### config.mk
export PLATFORM = sky130hd
export DESIGN_NAME = cache_obi_arbiter
export DESIGN_NICKNAME = d
export VERILOG_FILES = /design/src/rtl/cache_obi_arbiter_pkg.sv /design/src/rtl/cache_obi_arbiter_rr.sv /design/src/rtl/cache_obi_arbiter.sv
export SDC_FILE = /design/constraint.sdc
export NUM_CORES = 1
export LEC_CHECK = 0
export ABC_AREA = 0
export CAP_MARGIN = 20
export CORE_AREA = 3 3 508 510
export DETAILED_ROUTE_END_ITERATION = 7
export DIE_AREA = 0 0 511 513
export GPL_TIMING_DRIVEN = 0
export PLACE_DENSITY = 0.3
export REMOVE_ABC_BUFFERS = 1
export SYNTH_ARGS = -nofsm -noshare
export SYNTH_HDL_FRONTEND = slang
export SYNTH_SLANG_ARGS = --single-unit
### constraint.sdc
create_clock -name clk_i -period 7.2 [get_ports clk_i]
set_input_delay 1.44 -clock clk_i [delete_from_list [all_inputs] [get_ports clk_i]]
set_output_delay 1.44 -clock clk_i [all_outputs]
set_load 0.03 [all_outputs]
### src/rtl/cache_obi_arbiter_pkg.sv
// cache_obi_arbiter_pkg: shared types and constants for the cache OBI arbiter
package cache_obi_arbiter_pkg;
    localparam int CROC_ADDR_WIDTH    = 64;
    localparam int CROC_VALUE_WIDTH   = 128;
    localparam int ARB_TIMEOUT_CYCLES = 255;
    localparam int ARB_CNT_WIDTH      = 16;
    typedef enum logic [1:0] {IDLE, ISSUE, WAIT, RESP} arb_state_t;
endpackage

### src/rtl/cache_obi_arbiter_rr.sv
// rr_arbiter: combinational round-robin pick starting the search at ptr_i
module rr_arbiter #(
    parameter int NUM_REQ = 4,
    localparam int IW = $clog2(NUM_REQ)
) (
    input  logic [NUM_REQ-1:0] req_i,
    input  logic [IW-1:0]      ptr_i,
    output logic [NUM_REQ-1:0] gnt_o,
    output logic [IW-1:0]      idx_o,
    output logic               any_o
);
    logic          w_found;
    logic [IW-1:0] w_j;
    // first requester at or after ptr_i, wrapping around
    always_comb begin
        gnt_o   = '0;
        idx_o   = '0;
        w_found = 1'b0;
        w_j     = '0;
        for (int i = 0; i < NUM_REQ; i++) begin
            w_j = IW'((int'(ptr_i) + i) % NUM_REQ);
            if (!w_found && req_i[w_j]) begin
                w_found    = 1'b1;
                gnt_o[w_j] = 1'b1;
                idx_o      = w_j;
            end
        end
    end
    assign any_o = |req_i;
endmodule

### src/rtl/cache_obi_arbiter.sv
// cache_obi_arbiter: round-robin sharing of the cache OBI port, one transaction in flight
module cache_obi_arbiter
    import cache_obi_arbiter_pkg::*;
#(
    parameter int NUM_REQ        = 4,
    parameter int ADDR_WIDTH     = CROC_ADDR_WIDTH,
    parameter int VALUE_WIDTH    = CROC_VALUE_WIDTH,
    parameter int BE_WIDTH       = VALUE_WIDTH / 8,
    parameter int TIMEOUT_CYCLES = ARB_TIMEOUT_CYCLES
) (
    input  logic                                  clk_i,
    input  logic                                  rst_ni,
    input  logic [NUM_REQ-1:0]                    req_i,
    input  logic [NUM_REQ-1:0]                    we_i,
    input  logic [NUM_REQ-1:0][ADDR_WIDTH-1:0]    addr_i,
    input  logic [NUM_REQ-1:0][VALUE_WIDTH-1:0]   wdata_i,
    input  logic [NUM_REQ-1:0][BE_WIDTH-1:0]      be_i,
    output logic [NUM_REQ-1:0]                    gnt_o,
    output logic [NUM_REQ-1:0]                    rvalid_o,
    output logic [VALUE_WIDTH-1:0]                rdata_o,
    output logic                                  err_o,
    output logic                                  cache_req_o,
    output logic                                  cache_we_o,
    output logic [ADDR_WIDTH-1:0]                 cache_addr_o,
    output logic [VALUE_WIDTH-1:0]                cache_wdata_o,
    output logic [BE_WIDTH-1:0]                   cache_be_o,
    input  logic                                  cache_gnt_i,
    input  logic                                  cache_rvalid_i,
    input  logic                                  cache_err_i,
    input  logic [VALUE_WIDTH-1:0]                cache_rdata_i,
    output logic                                  timeout_o
);
    localparam int IW = $clog2(NUM_REQ);
    localparam logic [ARB_CNT_WIDTH-1:0] CNT_LAST = ARB_CNT_WIDTH'(TIMEOUT_CYCLES - 1);

    arb_state_t               r_state;
    logic [IW-1:0]            r_ptr;
    logic [IW-1:0]            r_owner;
    logic [ARB_CNT_WIDTH-1:0] r_cnt;
    logic                     r_stale;
    logic                     r_timeout;
    logic                     r_we;
    logic [ADDR_WIDTH-1:0]    r_addr;
    logic [VALUE_WIDTH-1:0]   r_wdata;
    logic [BE_WIDTH-1:0]      r_be;
    logic [VALUE_WIDTH-1:0]   r_rdata;
    logic                     r_err;
    logic [NUM_REQ-1:0]       w_gnt;
    logic [IW-1:0]            w_idx;
    logic                     w_any;

    rr_arbiter #(.NUM_REQ(NUM_REQ)) u_rr (
        .req_i (req_i),
        .ptr_i (r_ptr),
        .gnt_o (w_gnt),
        .idx_o (w_idx),
        .any_o (w_any)
    );

    // grant is only offered while idle and out of reset so it always matches a state advance
    assign gnt_o         = (r_state == IDLE && rst_ni) ? w_gnt : '0;
    assign rvalid_o      = (r_state == RESP) ? (NUM_REQ'(1) << r_owner) : '0;
    assign rdata_o       = r_rdata;
    assign err_o         = r_err;
    assign timeout_o     = r_timeout;
    assign cache_req_o   = (r_state == ISSUE) && !r_stale;
    assign cache_we_o    = r_we;
    assign cache_addr_o  = r_addr;
    assign cache_wdata_o = r_wdata;
    assign cache_be_o    = r_be;

    // transaction FSM; a late response after a timeout is swallowed via r_stale
    always_ff @(posedge clk_i) begin
        if (!rst_ni) begin
            r_state   <= IDLE;
            r_ptr     <= '0;
            r_owner   <= '0;
            r_cnt     <= '0;
            r_stale   <= 1'b0;
            r_timeout <= 1'b0;
            r_we      <= 1'b0;
            r_addr    <= '0;
            r_wdata   <= '0;
            r_be      <= '0;
            r_rdata   <= '0;
            r_err     <= 1'b0;
        end else begin
            r_timeout <= 1'b0;
            if (r_state != WAIT && cache_rvalid_i) r_stale <= 1'b0;
            case (r_state)
                IDLE: if (w_any) begin
                    r_owner <= w_idx;
                    r_we    <= we_i[w_idx];
                    r_addr  <= addr_i[w_idx];
                    r_wdata <= wdata_i[w_idx];
                    r_be    <= be_i[w_idx];
                    r_ptr   <= (w_idx == IW'(NUM_REQ - 1)) ? '0 : w_idx + IW'(1);
                    r_state <= ISSUE;
                end
                ISSUE: if (cache_gnt_i && !r_stale) begin
                    r_cnt   <= '0;
                    r_state <= WAIT;
                end
                WAIT: begin
                    r_cnt <= r_cnt + ARB_CNT_WIDTH'(1);
                    if (cache_rvalid_i) begin
                        r_rdata <= cache_rdata_i;
                        r_err   <= cache_err_i;
                        r_state <= RESP;
                    end else if (r_cnt == CNT_LAST) begin
                        r_rdata   <= '0;
                        r_err     <= 1'b1;
                        r_timeout <= 1'b1;
                        r_stale   <= 1'b1;
                        r_state   <= RESP;
                    end
                end
                RESP: r_state <= IDLE;
                default: r_state <= IDLE;
            endcase
        end
    end
endmodule

Yosys cells after proc, flatten, opt, wreduce, memory -nomap -nowiden:

Cells that the tools add are included.

* reduce and logical (&&, ||, !) cells: 24
* muxes and demuxes: 54
* $mul: 0
* equal/unequal tests: 9
* divide/modulo/power cells: 0
* $add $sub $neg: 5
* bitwise gates (word level): 5
* magnitude comparators: 9
* shifts and indexed selects: 1

Operators by type and width (count)
* 2-to-1 mux 128 bit: 3
* binary-select mux 128 bit (select 2 bit): 1
* binary-select mux 64 bit (select 2 bit): 1
* 2-to-1 mux 64 bit: 1
* binary-select mux 16 bit (select 2 bit): 1
* 2-to-1 mux 16 bit: 2
* case mux 16 bit (2 select lines): 1
* 2-to-1 mux 4 bit: 6
* 2-to-1 mux 1 bit: 19
* 2-to-1 mux 2 bit: 9
* adder 16 x 1 -> 16 bit (second input constant): 1
* == test 16 x 8 -> 1 bit (second input constant): 1
* < comparator 2 x 3 -> 1 bit (second input constant): 5
* OR 4 bit: 3
* logical AND 1 bit: 11
* binary-select mux 1 bit (select 2 bit): 5
* demux 1 bit (select 2 bit): 4
* greater-or-equal comparator 2 x 1 -> 1 bit (second input constant): 4
* case mux 2 bit (4 select lines): 1
* == test 2 bit (second input constant): 3
* AND reduction 2 bit: 3
* adder 2 x 1 -> 2 bit (second input constant): 2
* adder 2 bit (second input constant): 2
* zero test 1 bit: 4
* 11 further kinds: 14

* input bits: 973
* bits in registers: 362
* word-level logic and storage cells: 119
* bits in read-only memories: 0
* bits in latches: 0
* bits in writable memories: 0
* memories kept: 0
* output and inout bits: 348

Logic depth before layout (Yosys ltp):

* depth in word-level cells: 14
* depth in mapped cells: 12
* depth with buffers taken out: 7

Hierarchy:

A second synthesis with hierarchy kept.

* cells, all modules: 1963
* area total of the unflattened synthesis: 19907.8 um^2

Modules (own cells, without submodules)
* cache_obi_arbiter: times used 1, cells an instance 1916, area each 19481.2 um^2
* rr_arbiter: times used 1, cells an instance 47, area each 426.7 um^2

Worst setup path after synthesis:

No wires, ideal clock.

* kind: input to output
* from: input req_i[3]
* to: output gnt_o[0]
* arrival time: 3188 ps
* slack: 2572 ps
* buffers on the path: 1
* required time: 5760 ps
* cell stages on the path: 6
* cells stage by stage: buf_2 mux4_2 or2_4 nor2_1 a22oi_1 a21oi_1

* longest elaborated chain between the ends: 13
* elaborated cells between the ends (all ways): 25
* those cells by class: mux (16); bitwise (3); reduce/logical (6)

Ends and longest elaborated chain
* start, declared: line cache_obi_arbiter.sv:13 `input logic [NUM_REQ-1:0] req_i,`
* binary-select mux 1 bit (select 2 bit): line cache_obi_arbiter_rr.sv:22 `if (!w_found && req_i[w_j]) begin`
* 2-to-1 mux 1 bit (not written as such): line cache_obi_arbiter_rr.sv:22
* 2-to-1 mux 1 bit: line cache_obi_arbiter_rr.sv:22
* zero test 1 bit: line cache_obi_arbiter_rr.sv:22
* logical AND 1 bit: line cache_obi_arbiter_rr.sv:22
* 2-to-1 mux 1 bit: line cache_obi_arbiter_rr.sv:22
* zero test 1 bit: line cache_obi_arbiter_rr.sv:22
* logical AND 1 bit: line cache_obi_arbiter_rr.sv:22
* 2-to-1 mux 1 bit: line cache_obi_arbiter_rr.sv:22
* zero test 1 bit: line cache_obi_arbiter_rr.sv:22
* logical AND 1 bit: line cache_obi_arbiter_rr.sv:22
* 2-to-1 mux 4 bit *: line cache_obi_arbiter_rr.sv:22
* 2-to-1 mux 4 bit *: line cache_obi_arbiter.sv:61 `assign gnt_o = (r_state == IDLE && rst_ni) ? w_gnt : '0;`
* end, declared: line cache_obi_arbiter.sv:18 `output logic [NUM_REQ-1:0] gnt_o,`

Every way passes the cells marked *; elsewhere a longest branch is shown, timed or not. The select of a mux whose other input is x is not followed.

Worst setup path in the final report:

* from: input req_i[1]
* to: register r_addr[54] (netlist: cache_addr_o[54])

* longest elaborated chain between the ends: 14
* elaborated cells between the ends (all ways): 25
* those cells by class: mux (17); reduce/logical (8)

Ends and longest elaborated chain
* binary-select mux 1 bit (select 2 bit): line cache_obi_arbiter_rr.sv:22
* 2-to-1 mux 1 bit (not written as such): line cache_obi_arbiter_rr.sv:22
* 2-to-1 mux 1 bit: line cache_obi_arbiter_rr.sv:22
* zero test 1 bit: line cache_obi_arbiter_rr.sv:22
* logical AND 1 bit: line cache_obi_arbiter_rr.sv:22
* 2-to-1 mux 1 bit: line cache_obi_arbiter_rr.sv:22
* zero test 1 bit: line cache_obi_arbiter_rr.sv:22
* logical AND 1 bit: line cache_obi_arbiter_rr.sv:22
* 2-to-1 mux 1 bit: line cache_obi_arbiter_rr.sv:22
* zero test 1 bit: line cache_obi_arbiter_rr.sv:22
* logical AND 1 bit: line cache_obi_arbiter_rr.sv:22
* 2-to-1 mux 2 bit: line cache_obi_arbiter_rr.sv:22
* binary-select mux 64 bit (select 2 bit): line cache_obi_arbiter.sv:94 `r_addr <= addr_i[w_idx];`
* 2-to-1 mux 64 bit (not written as such): line cache_obi_arbiter.sv:94
* end signal, assigned: line cache_obi_arbiter.sv:94
* end, declared: line cache_obi_arbiter.sv:43 `logic [ADDR_WIDTH-1:0] r_addr;`

Parallel ways exist; a longest one is shown, timed or not. The select of a mux whose other input is x is not followed.
A chain may end at the register's enable or synchronous reset.

==> results.yml <==
global_routing:
  grt_pass1_wl_mm: 214
  grt_pass1_vias: 22088
  grt_usage: 0.120
  antenna_found_initial: 122
  grt_max_degree: 104
  grt-ovfl-total: 0
yosys:
  synth_xor_area_frac: 0.00705
  synth_top_area_share: 0.389
  synth_seq_cells: 362
  synth-compound-area-share: 0.215
  yosysTopAreaCell: "dfxtp_1"
  synth.area.mux_share: 0.233
  synth_cells: 1930
  synthTopCellsByArea: "dfxtp_1, mux2i_1, o221ai_2"
  synthTopCellsByCount: "mux2i_1, dfxtp_1, nand2_1, a21oi_1, o21ai_0"
  async_flop_share: 0
  yosysSeqAreaShare: 0.389
  synth_area_per_cell_um2: 9.65
  synthAdderAreaFrac: 0.00873
  synth_top_family_by_area: "multiplexers"
  yosysWarnings: 0
  synthSimpleGateAreaFrac: 0.0917
  synth_area_um2: 18600
  synth-edff-count: 0
  synth_ff_type: "dfxtp_1"
  yosys.cell_types.count: 49
  synth.most_common_cell: "mux2i_1"
critical_path:
  crit_start: "req_i[1]"
  worstPathMaxFanout: 14
  crit_required_ns: 7.72
  setup.worst_path.class: "in2reg"
  worst_setup_path_end_kind: "flop"
  cp-start-kind: "input port"
  critPathArrivalTime_ns: 6.68
  critical_path.reg2reg.startpoint: "r_ptr[0]"
status:
  status: "finished, final reports clean"
placement:
  hpwl_mm: 138
  gp_congestion: 0.821
  dpl_cell_area_um2: 36500
  placedCellCount: 6510
  io_buffers: 1320
routing:
  drt_first_pass_iters: 5
  drtAntennaViolNets: 0
  drc_errors: 0
  num_vias: 20989
  drt_iter0_markers: 758
  routed_via_density: 3.17
  wl_per_cell_um: 24.7
  routed_wl_mm: 164
final_layout:
  area_growth_pct: 106
  drive_gt1_frac: 0.0860
  fin_area_um2: 38400
  final_cells: 6629
  layout.nets: 4188
  utilization: 0.151
clock_network:
  cts.path.max_buffers: 3
  root_buffer: "clkbuf_16"
  cts_tree: "done"
  post_cts_buffers: 0
  clkSinkCount: 362
  clk_latency_ns: 0.67
  ctsResizeCount: 0
  cts_buffers: 56
  cts_hold_buf: 0
  clkTransAtPathRegs_ns: 0.05
  cts-htree-levels: 2
sta:
  maxSlewHeadroom: 0.251
  setup_viol: 0
  drv_slew: 0
  fin_crit_ns: 6.17
  rsz0062_at_grt: "no"
  layout_worst_path_cycle_share: 0.856
  fin_worst_skew_ns: 0.0257
  finalHoldViolCount: 0
  max_freq_ghz: 0.162
  tns_ns: 0
  worst_pin_slew_ns: 1.09
die:
  start_util: 0.0734
  die-area_um2: 262000
  core.rowCount: 185
  coreArea_um2: 254000
  pin_count: 1321
  die_w_um: 511
  die_h_um: 513
hold_path:
  min_from: "cache_wdata_o[100]"
  hold_path.class: "reg2reg"
flow_run:
  cap_viol_max_count: 0
power_and_ir_drop:
  fin_total_pwr_mw: 13.0
  peakVddDrop_mv: 0.179
  power_density_nw_per_um2: 339
  leakage_nw: 14.0
cells in the final DEF (no fill, tap or decap), types with 8 or more instances in the layout:
cell type | Yosys | layout
a21oi_1 | 137 | 136
a22oi_1 | 8 | 8
buf_12 | 0 | 14
buf_16 | 0 | 25
buf_8 | 1 | 28
clkbuf_1 | 90 | 15
clkbuf_16 | 0 | 56
clkbuf_8 | 0 | 12
clkdlybuf4s50_1 | 0 | 1320
clkinv_2 | 0 | 9
dfxtp_1 | 362 | 362
diode_2 | 0 | 18
ha_1 | 13 | 13
inv_1 | 9 | 8
mux2i_1 | 423 | 423
nand2_1 | 354 | 353
nand4_1 | 8 | 8
nor2_1 | 25 | 23
o21ai_0 | 134 | 134
o221ai_1 | 109 | 109
o221ai_2 | 100 | 100
xor2_1 | 13 | 13
where the power goes:
group          switching [mW]  leakage [nW]  internal, mW
logic                    4.13          10.2          3.29
registers               0.280          2.96          2.47
clock network            1.20         0.870          1.62
total                    5.61          14.0          7.38
sequential cells by signal, summed over array words and instances (netlist names):
| signal | cells |
|---|---|
| r_stale | 1 |
| cache_be_o | 16 |
| timeout_o | 1 |
| r_cnt | 16 |
| rdata_o | 128 |
| r_ptr | 2 |
| cache_we_o | 1 |
| err_o | 1 |
| r_state | 2 |
| cache_wdata_o | 128 |
| r_owner | 2 |
| cache_addr_o | 64 |
stage by stage:
stage / hold slack (ns) / worst slack (ns)
after CTS: 0.461 / 1.07
final: 0.458 / 1.03
after global routing: 0.478 / 0.874
after global placement: 0.443 / -88.40
after detailed placement: 0.447 / 0.309
after floorplan: 0.479 / -42.75
cells by family after synthesis:
logic type,count (synthesis)
DFF,362
xor gates and xnor gates,15
AOI/OAI and AO/OA,501
adders and majority gates,13
muxes,428
and+or+nand+nor,424
buffers and inverters,187
final timing paths:
kind / endpoint / slack (ns) / depth (start not counted)
setup / recovery: cache_addr_o[54] / 1.03 / 21
hold / removal: cache_wdata_o[100] / 0.46 / 2
setup reg to reg: cache_addr_o[54] / 1.31 / 22
hold reg to reg: cache_wdata_o[100] / 0.46 / 2
critical path, stage by stage:
cell and delay (ns):
clkdlybuf4s50_1 0.58, mux4_2 0.59, and3_1 0.22, a211oi_4 0.43, buf_8 0.22, buf_8 0.19, buf_8 0.18, buf_16 0.17
buf_8 0.20, buf_16 0.18, buf_16 0.16, buf_8 0.17, buf_16 0.17, buf_8 0.20, buf_8 0.20, buf_16 0.18
buf_8 0.19, buf_8 0.20, buf_8 0.18, mux2i_1 0.34, o221ai_1 0.18
final cells by class:
class / count / area [um2]
Clock inverter: 18 / 168
Inverter: 10 / 47.5
Sequential cell: 362 / 7250
Multi-Input combinational cell: 1381 / 10400
Fill cell: 28460 / 216000
Timing Repair Buffer: 1391 / 14600
Clock buffer: 83 / 1620
Tap cell: 3366 / 4210
Antenna cell: 18 / 45.0
per-layer routing:
metal,vias up,GRT usage,routed length [um]
met2,992,0.207,79400
met1,9928,0.135,63400
met3,260,0.0537,17400
li1,9731,-,-
met4,78,0.0241,3340
met5,-,0,474
No activity file was read; power rests on OpenSTA's default activity.
